File: config.mk
export PLATFORM = sky130hd
export DESIGN_NAME = usb_tx_serializer
export DESIGN_NICKNAME = d
export VERILOG_FILES = /design/src/rtl/usb_tx_pkg.sv /design/src/rtl/usb_nrzi_enc.sv /design/src/rtl/usb_tx_serializer.sv
export SDC_FILE = /design/constraint.sdc
export NUM_CORES = 1
export LEC_CHECK = 0
export CORE_MARGIN = 2
export CORE_UTILIZATION = 48
export DETAILED_ROUTE_END_ITERATION = 8
export PLACE_DENSITY = 0.84
export SETUP_SLACK_MARGIN = 0.2
export SYNTH_ARGS = -nofsm -noshare
export SYNTH_HDL_FRONTEND = slang
export SYNTH_SLANG_ARGS = --single-unit
File: constraint.sdc
create_clock -name clk -period 2.1 [get_ports clk]
set_clock_uncertainty 0.15 [all_clocks]
set_input_delay 0.63 -clock clk [delete_from_list [all_inputs] [get_ports clk]]
set_output_delay 0.63 -clock clk [all_outputs]
set_load 0.02 [all_outputs]
File: src/rtl/usb_tx_pkg.sv
// Shared types and defaults for the USB transmit serializer path.
package usb_tx_pkg;
  localparam int   WORD_W_DEF     = 10;
  localparam int   STUFF_RUN_DEF  = 6;
  // Line levels shared with the word-builder stage
  localparam logic LVL_J          = 1'b1;
  localparam logic LVL_K          = 1'b0;
  localparam logic IDLE_LEVEL_DEF = LVL_J;

  typedef enum logic [1:0] {
    ST_IDLE  = 2'd0,
    ST_SHIFT = 2'd1,
    ST_STUFF = 2'd2
  } state_t;
endpackage

File: src/rtl/usb_nrzi_enc.sv
// Registered NRZI encoder: a 0 toggles the line, a 1 holds it.
module usb_nrzi_enc
  import usb_tx_pkg::*;
#(
  parameter logic IDLE_LEVEL = IDLE_LEVEL_DEF
) (
  input  logic clk,
  input  logic reset,
  input  logic bit_in,
  input  logic bit_en,
  output logic line
);
  logic r_line;

  always_ff @(posedge clk) begin
    if (!reset)                r_line <= IDLE_LEVEL;
    else if (bit_en && !bit_in) r_line <= ~r_line;
  end

  assign line = r_line;
endmodule

File: src/rtl/usb_tx_serializer.sv
// LSB-first word serializer with bit stuffing after STUFF_RUN ones, NRZI line out.
module usb_tx_serializer
  import usb_tx_pkg::*;
#(
  parameter int   WORD_W     = WORD_W_DEF,
  parameter int   STUFF_RUN  = STUFF_RUN_DEF,
  parameter logic IDLE_LEVEL = IDLE_LEVEL_DEF
) (
  input  logic              clk,
  input  logic              reset,
  input  logic [WORD_W-1:0] buff,
  input  logic              tx_valid,
  output logic              tx_ready,
  output logic              dout,
  output logic              dout_en,
  output logic              busy
);
  localparam int OC_W = $clog2(STUFF_RUN + 1);
  localparam int BC_W = $clog2(WORD_W);
  localparam logic [BC_W-1:0] LAST_BIT = BC_W'(WORD_W - 1);
  localparam logic [OC_W-1:0] RUN_PRE  = OC_W'(STUFF_RUN - 1);

  state_t            r_state;
  logic [WORD_W-1:0] r_shreg;
  logic [BC_W-1:0]   r_bcnt;
  logic [OC_W-1:0]   r_ocnt;
  logic              r_tx_ready;
  logic              r_dout_en;

  state_t            w_state_nxt;
  logic [BC_W-1:0]   w_bcnt_nxt;
  logic [OC_W-1:0]   w_ocnt_nxt;
  logic              w_load;
  logic              w_enc_bit;
  logic              w_enc_en;
  logic              w_bit;

  assign w_bit = r_shreg[r_bcnt];

  always_comb begin
    w_state_nxt = r_state;
    w_bcnt_nxt  = r_bcnt;
    w_ocnt_nxt  = r_ocnt;
    w_load      = 1'b0;
    w_enc_bit   = 1'b1;
    w_enc_en    = 1'b0;
    case (r_state)
      ST_IDLE: begin
        if (tx_valid && r_tx_ready) begin
          w_load      = 1'b1;
          w_bcnt_nxt  = '0;
          w_state_nxt = ST_SHIFT;
        end
      end
      ST_SHIFT: begin
        w_enc_en   = 1'b1;
        w_enc_bit  = w_bit;
        w_ocnt_nxt = w_bit ? r_ocnt + OC_W'(1) : '0;
        // Bit counter stays on the stuffed position; STUFF advances it
        if (w_bit && r_ocnt == RUN_PRE) w_state_nxt = ST_STUFF;
        else if (r_bcnt == LAST_BIT)    w_state_nxt = ST_IDLE;
        else                            w_bcnt_nxt  = r_bcnt + BC_W'(1);
      end
      ST_STUFF: begin
        w_enc_en   = 1'b1;
        w_enc_bit  = 1'b0;
        w_ocnt_nxt = '0;
        if (r_bcnt == LAST_BIT) begin
          w_state_nxt = ST_IDLE;
        end else begin
          w_bcnt_nxt  = r_bcnt + BC_W'(1);
          w_state_nxt = ST_SHIFT;
        end
      end
      default: w_state_nxt = ST_IDLE;
    endcase
  end

  always_ff @(posedge clk) begin
    if (!reset) begin
      r_state    <= ST_IDLE;
      r_shreg    <= '0;
      r_bcnt     <= '0;
      r_ocnt     <= '0;
      r_tx_ready <= 1'b1;
      r_dout_en  <= 1'b0;
    end else begin
      r_state    <= w_state_nxt;
      r_bcnt     <= w_bcnt_nxt;
      r_ocnt     <= w_ocnt_nxt;
      r_tx_ready <= (w_state_nxt == ST_IDLE);
      r_dout_en  <= w_enc_en;
      if (w_load) r_shreg <= buff;
    end
  end

  usb_nrzi_enc #(.IDLE_LEVEL(IDLE_LEVEL)) u_nrzi (
    .clk    (clk),
    .reset  (reset),
    .bit_in (w_enc_bit),
    .bit_en (w_enc_en),
    .line   (dout)
  );

  assign tx_ready = r_tx_ready;
  assign dout_en  = r_dout_en;
  assign busy     = (r_state != ST_IDLE);
endmodule

==> qor.yml, run 1 <==
route:
  via_per_inst: 5.443
  finalWirelength_um: 2599
  wl_per_cell_um: 13.40
  drc: 0
  postRouteAntennaNets: 0
  firstDrtPassIters: 4
  drt_iter0_drc: 18
  via_count: 1056
cts:
  cts_inserted_buffers: 3
  h-tree-depth: 1
  clock_path_buffers: 2
  cts_tree: "yes"
  hold_buffers: 0
  clock_latency_ns: 0.32
  root_buffer: "clkbuf_4"
  clkTransAtPathRegs_ns: 0.13
  clock-sinks: 22
die:
  fp.dieH_um: 54.26
  start_util: 0.4985
  rows: 18
  die_w_um: 54.26
  num_io_pins: 17
  dieArea_um2: 2944
  core_area_um2: 2432
timing:
  rsz0062_at_grt: "true"
  maxSlewHeadroom: 0.7716
  setup_viol: 0
  finalHoldViolations: 0
  fin_crit_ns: 2.030
  slew_viol_final: 0
  worst_pin_slew_ns: 0.3418
  min_period_over_period: 0.9665
  fmaxAchievable_mhz: 492.7
  fin_ws_ns: 0.07042
grt:
  grt_max_degree: 17
  gr-total-overflow: 0
  grtUsageTotal: 0.1941
  antenna_found_initial: 0
  grt_pass1_wl_um: 4077
  grt_pass1_vias: 977
critical_path:
  crit_chain: "mux4_2, or2_4, a31oi_4, buf_6, o221ai_4, a31o_1"
  cp.buffers_inverters: 1
  worstPathArrival_ns: 2.10
  cp_top_family: "compound AO/OA/AOI/OAI gates"
  end_kind: "flop"
  cp_max_fo: 5
  slowest_delay_ns: 0.48
  critPathSlowestCell: "mux4_2"
  cp.required_ns: 2.17
  critPathKind: "reg -> reg"
  cp-start-kind: "flop"
power_and_ir_drop:
  pwr-share-comb: 0.291
  pwr_density_cell_nw_per_um2: 631.5
  p_seq_frac: 0.466
  power_leakage_uw: 0.0005945
  clkPwrFrac: 0.243
  swShare: 0.2984
  ir_worst_vdd_uv: 353.5
  cellInternalPower_uw: 698.0
  switchingPower_uw: 296.8
flow_run:
  cap_violations: 0
final_layout:
  fill_cells: 185
  final_core_util: 0.6476
  final_cell_mix: "31 x nand2_1, 19 x dfxtp_1, 12 x clkdlybuf4s50_1"
  multi_input_area_um2: 772.0
  register_area_um2: 444.2
  final_common_cell: "nand2_1"
  nets: 186
  syn2layout_area_growth_pct: 29.93
  num_antenna_cells: 0
  final_layout_size_suffix_gt1_frac: 0.2134
synthesis:
  synth_cells: 137
  synth_warnings: 0
  ys_seq_elements: 22
  synth_cell_types: 38
  syn_area_um2: 1212
  syn_nets: 158
  avgSynthCellArea_um2: 8.850
  ys_seq_area_frac: 0.3633
place:
  dp_hpwl_um: 1894
  io_buffers: 16
  gp_congestion: 0.8782
  dp_slack_ns: -0.006675
status:
  status: "finished, final reports clean"
min_path:
  hp-class: "reg -> reg"
cells by family after synthesis:
logic type / synth area share
simple gates: 0.2260
compound gates: 0.2136
flops: 0.3633
buf+inv: 0.05367
fa+ha+maj: 0.08256
mux: 0.06089
power by group through the flow:
stage	clock network (uW)	registers, uW	logic, uW
final	242	463	289
after global placement	0	470	245
after CTS	248	462	263
after detailed placement	0	472	255
after floorplan	0	481	145
after global routing	261	468	315
cell type report:
| class | count | area share |
|---|---|---|
| flip-flops and latches | 22 | 0.2820 |
| inverters | 7 | 0.01668 |
| multi-input cells | 103 | 0.4901 |
| clock buffers | 4 | 0.02303 |
| repair buffers | 28 | 0.1644 |
| well taps | 30 | 0.02383 |
flip-flops by register name, summed over array words and instances, names as in the netlist:
register and flops:
r_ocnt 3, u_nrzi.line 1, r_state 2, r_shreg 10
dout_en 1, tx_ready 1, r_bcnt 4
routing by layer:
layer	track usage	up-vias	share of wire
met4	0.1167	0	0.025
met3	0.02732	5	0.028
li1	-	530	-
met1	0.2258	503	0.45
met2	0.3353	18	0.50
met5	0	-	0
cell usage after synthesis (all sizes together):
| cell type | n | area [um2] |
|---|---|---|
| nor4b | 1 | 8.760 |
| a2bb2oi | 1 | 8.760 |
| nand4b | 1 | 8.760 |
| o21a | 2 | 15.01 |
| and3 | 1 | 6.260 |
| o221ai | 3 | 38.79 |
| dlygate4sd1 | 1 | 8.760 |
| mux2 | 1 | 11.26 |
| inv | 7 | 26.28 |
| a21boi | 10 | 75.07 |
| nand2b | 3 | 18.77 |
| clkbuf | 2 | 7.510 |
| buf | 2 | 22.52 |
| or3 | 1 | 6.260 |
| mux2i | 4 | 40.04 |
| or2 | 1 | 6.260 |
| a21oi | 2 | 10.01 |
| a31oi | 2 | 18.77 |
| mux4 | 1 | 22.52 |
| a31o | 2 | 17.52 |
| nor4 | 2 | 12.51 |
| o211ai | 1 | 7.510 |
| nor3 | 1 | 5.000 |
| nand2 | 31 | 116.4 |
| o2bb2ai | 4 | 35.03 |
| nand3 | 2 | 10.01 |
| o21ai | 4 | 20.01 |
| dfxtp | 22 | 440.4 |
| nor2 | 4 | 15.01 |
| nand3b | 2 | 15.01 |
| nor2b | 1 | 6.260 |
| ha | 8 | 100.1 |
| and2 | 6 | 38.79 |
| o31ai | 1 | 12.51 |
final timing paths:
kind                                 start         end  slack, ns  cells after the start
worst max-delay path             r_bcnt[0]    tx_ready       0.07                      6
worst min-delay path            r_shreg[2]  r_shreg[2]       0.32                      2
worst max register to register   r_bcnt[0]    tx_ready       0.07                      6
worst min register to register  r_shreg[2]  r_shreg[2]       0.32                      2
worst reg2reg max path, stage by stage, from the launching register on:
cell	delay (ns)
dfxtp_2	0.36
mux4_2	0.48
or2_4	0.25
a31oi_4	0.25
buf_6	0.17
o221ai_4	0.09
a31o_1	0.18
stage by stage:
stage | power [uW] | instance area (um2) | hold WS (ns) | setup TNS (ns) | instances
final | 994.8 | 1575 | 0.3184 | 0 | 194
after global routing | 1044 | 1575 | 0.3389 | 0 | 194
after CTS | 972.7 | 1519 | 0.3229 | 0 | 193
after detailed placement | 726.3 | 1455 | 0.3057 | -0.007173 | 189
after global placement | 715.1 | 1455 | 0.2970 | 0 | 189
after floorplan | 625.9 | 1214 | 0.2903 | 0 | 137
what timing repair did:
action,CTS,global route
pin swaps,2,6
endpoints found under the setup margin,15,12
buffers inserted,0,1
resized for setup,13,14
No activity file was read; power rests on OpenSTA's default activity.
==> inputs of run 2 (changes only) <==
--- a/config.mk
+++ b/config.mk
@@ -8,6 +8,7 @@
 export CORE_MARGIN = 2
 export CORE_UTILIZATION = 48
 export DETAILED_ROUTE_END_ITERATION = 8
+export MAX_ROUTING_LAYER = met4
 export PLACE_DENSITY = 0.84
 export SETUP_SLACK_MARGIN = 0.2
 export SYNTH_ARGS = -nofsm -noshare
==> qor.yml, run 2 (synthesis results as in run 1) <==
cts:
  clock_latency_ns: 0.32  # about the same
  cts_inserted_buffers: 3  # unchanged
  clkTransAtPathRegs_ns: 0.13  # about the same
  h-tree-depth: 1  # unchanged
  clock_path_buffers: 2  # unchanged
  cts_tree: "yes"
  root_buffer: "clkbuf_4"
  hold_buffers: 0  # unchanged
  clock-sinks: 22  # unchanged
place:
  io_buffers: 16  # unchanged
  dp_hpwl_um: 1894  # unchanged
  gp_congestion: 0.8928  # +1.7%
  dp_slack_ns: -0.006675  # unchanged
  dp_cells: 189  # unchanged
final_layout:
  layoutNonFillerInstCount: 194  # unchanged
  reg.largest.list: "r_shreg: 10 flops, r_bcnt: 4 flops, r_ocnt: 3 flops"
  final_cell_mix: "31 x nand2_1, 19 x dfxtp_1, 12 x clkdlybuf4s50_1"
  largest_register_ffs: 10  # unchanged
  register_area_um2: 444.2  # unchanged
  top_register: "r_shreg"
  num_antenna_cells: 0  # unchanged
  nets: 186  # unchanged
  fill_cells: 185  # unchanged
  final_common_cell: "nand2_1"
  syn2layout_area_growth_pct: 29.93  # unchanged
  final_core_util: 0.6476  # unchanged
  final_layout_size_suffix_gt1_frac: 0.2134  # unchanged
  multi_input_area_um2: 772.0  # unchanged
route:
  firstDrtPassIters: 4  # unchanged
  finalWirelength_um: 2601  # about the same
  drc: 0  # unchanged
  wl_per_cell_um: 13.41  # about the same
  via_count: 1056  # unchanged
  via_per_inst: 5.443  # unchanged
  drt_iter0_drc: 13  # -5
  postRouteAntennaNets: 0  # unchanged
critical_path:
  crit_start: "r_bcnt[0]"
  cp.required_ns: 2.18  # about the same
  crit_chain: "mux4_2, or2_4, a31oi_4, buf_6, o221ai_4, a31o_1"
  r2r-start: "r_bcnt[0]"
  path_depth: 6  # unchanged
  end_kind: "flop"
  cp_max_fo: 5  # unchanged
  cp.buffers_inverters: 1  # unchanged
  crit_path_end: "tx_ready"
  r2r_slack_ns: 0.07  # about the same
  worstPathArrival_ns: 2.11  # about the same
  critPathKind: "reg -> reg"
  critPathSlowestCell: "mux4_2"
  slowest_delay_ns: 0.49  # about the same
  rr_worst_depth: 6  # unchanged
  r2r_end: "tx_ready"
  cp-start-kind: "flop"
  cp_top_family: "compound AO/OA/AOI/OAI gates"
die:
  rows: 18  # unchanged
  dieArea_um2: 2944  # unchanged
  core_area_um2: 2432  # unchanged
  die_w_um: 54.26  # unchanged
  start_util: 0.4985  # unchanged
  num_io_pins: 17  # unchanged
  fp.dieH_um: 54.26  # unchanged
timing:
  fin_crit_ns: 2.032  # +0.002722 ns
  finalSetupTns_ns: 0  # unchanged
  min_period_over_period: 0.9678  # +0.001296
  finalHoldViolations: 0  # unchanged
  setup_viol: 0  # unchanged
  maxSlewHeadroom: 0.7700  # -0.001554
  hold-worst-slack_ns: 0.3184  # +0.00001200 ns
  fmaxAchievable_mhz: 492.1  # -0.13%
  rsz0062_at_grt: "true"
  slew_viol_final: 0  # unchanged
  worst_pin_slew_ns: 0.3441  # +0.002325 ns
  fin_ws_ns: 0.06770  # -0.002722 ns
power_and_ir_drop:
  swShare: 0.2996  # +0.001231
  clkPwrFrac: 0.244  # about the same
  pwr_density_cell_nw_per_um2: 632.7  # +0.19%
  power_leakage_uw: 0.0005945  # unchanged
  ir_worst_vdd_uv: 353.9  # +0.12%
  pwr-share-comb: 0.291  # about the same
  switchingPower_uw: 298.6  # +0.61%
  p_seq_frac: 0.465  # about the same
  cellInternalPower_uw: 698.1  # about the same
grt:
  grtUsageTotal: 0.1996  # +0.005504
  grt_pass1_wl_um: 4071  # -0.15%
  antenna_found_initial: 0  # unchanged
  grt_pass1_vias: 978  # +0.10%
  gr-total-overflow: 0  # unchanged
  grt_max_degree: 17  # unchanged
status:
  status: "finished, final reports clean"
flow_run:
  cap_violations: 0  # unchanged
min_path:
  hp-class: "reg -> reg"
-- run 2: metal layers --
| layer | up-vias | routed length (um) | part of all wire | global-route usage |
|---|---|---|---|---|
| li1 | 531 | - | - | - |
| met1 | 499 | 1166 | 0.45 | 0.2258 |
| met2 | 21 | 1296 | 0.50 | 0.3353 |
| met3 | 5 | 73 | 0.028 | 0.02732 |
| met4 | 0 | 65 | 0.025 | 0.1167 |
| met5 | - | 0 | 0 | - |
-- run 2: power by group through the flow --
| stage | clock [uW] | sequential [uW] | combinational (uW) |
|---|---|---|---|
| after floorplan | 0 | 481 | 145 |
| after global placement | 0 | 470 | 245 |
| after detailed placement | 0 | 472 | 255 |
| after CTS | 248 | 462 | 263 |
| after global routing | 261 | 468 | 315 |
| final | 243 | 464 | 290 |
-- run 2: worst min-delay path: cells and delay by family (launching register included) --
family | cells | cell delay, ns
flops | 1 | 0.33
compound gates | 1 | 0.06
simple gates | 1 | 0.04
-- run 2: worst min-delay path by stage --
stage,depth (start not counted),from,slack (ns),endpoint
after detailed placement,2,r_shreg[2],0.31,r_shreg[2]
after global routing,2,r_shreg[4],0.34,r_shreg[4]
after global placement,2,r_shreg[2],0.30,r_shreg[2]
after floorplan,2,r_shreg[2],0.29,r_shreg[2]
final,2,r_shreg[2],0.32,r_shreg[2]
after CTS,2,r_shreg[2],0.32,r_shreg[2]
-- run 2: layout make-up --
| class | instances | share of cell area |
|---|---|---|
| Clock buffer | 4 | 0.02303 |
| Inverter | 7 | 0.01668 |
| Multi-Input combinational cell | 103 | 0.4901 |
| Sequential cell | 22 | 0.2820 |
| Tap cell | 30 | 0.02383 |
| Timing Repair Buffer | 28 | 0.1644 |
-- run 2: stage by stage --
| step | instance area, um2 | total power (uW) |
|---|---|---|
| after floorplan | 1214 | 625.9 |
| after global placement | 1455 | 715.1 |
| after detailed placement | 1455 | 726.3 |
| after CTS | 1519 | 972.7 |
| after global routing | 1575 | 1044 |
| final | 1575 | 996.7 |
-- run 2: repair_timing --
action	4_1_cts	5_1_grt
gates resized for setup	13	14
pin swaps	2	6
setup endpoints to repair	15	12
setup buffers	0	1
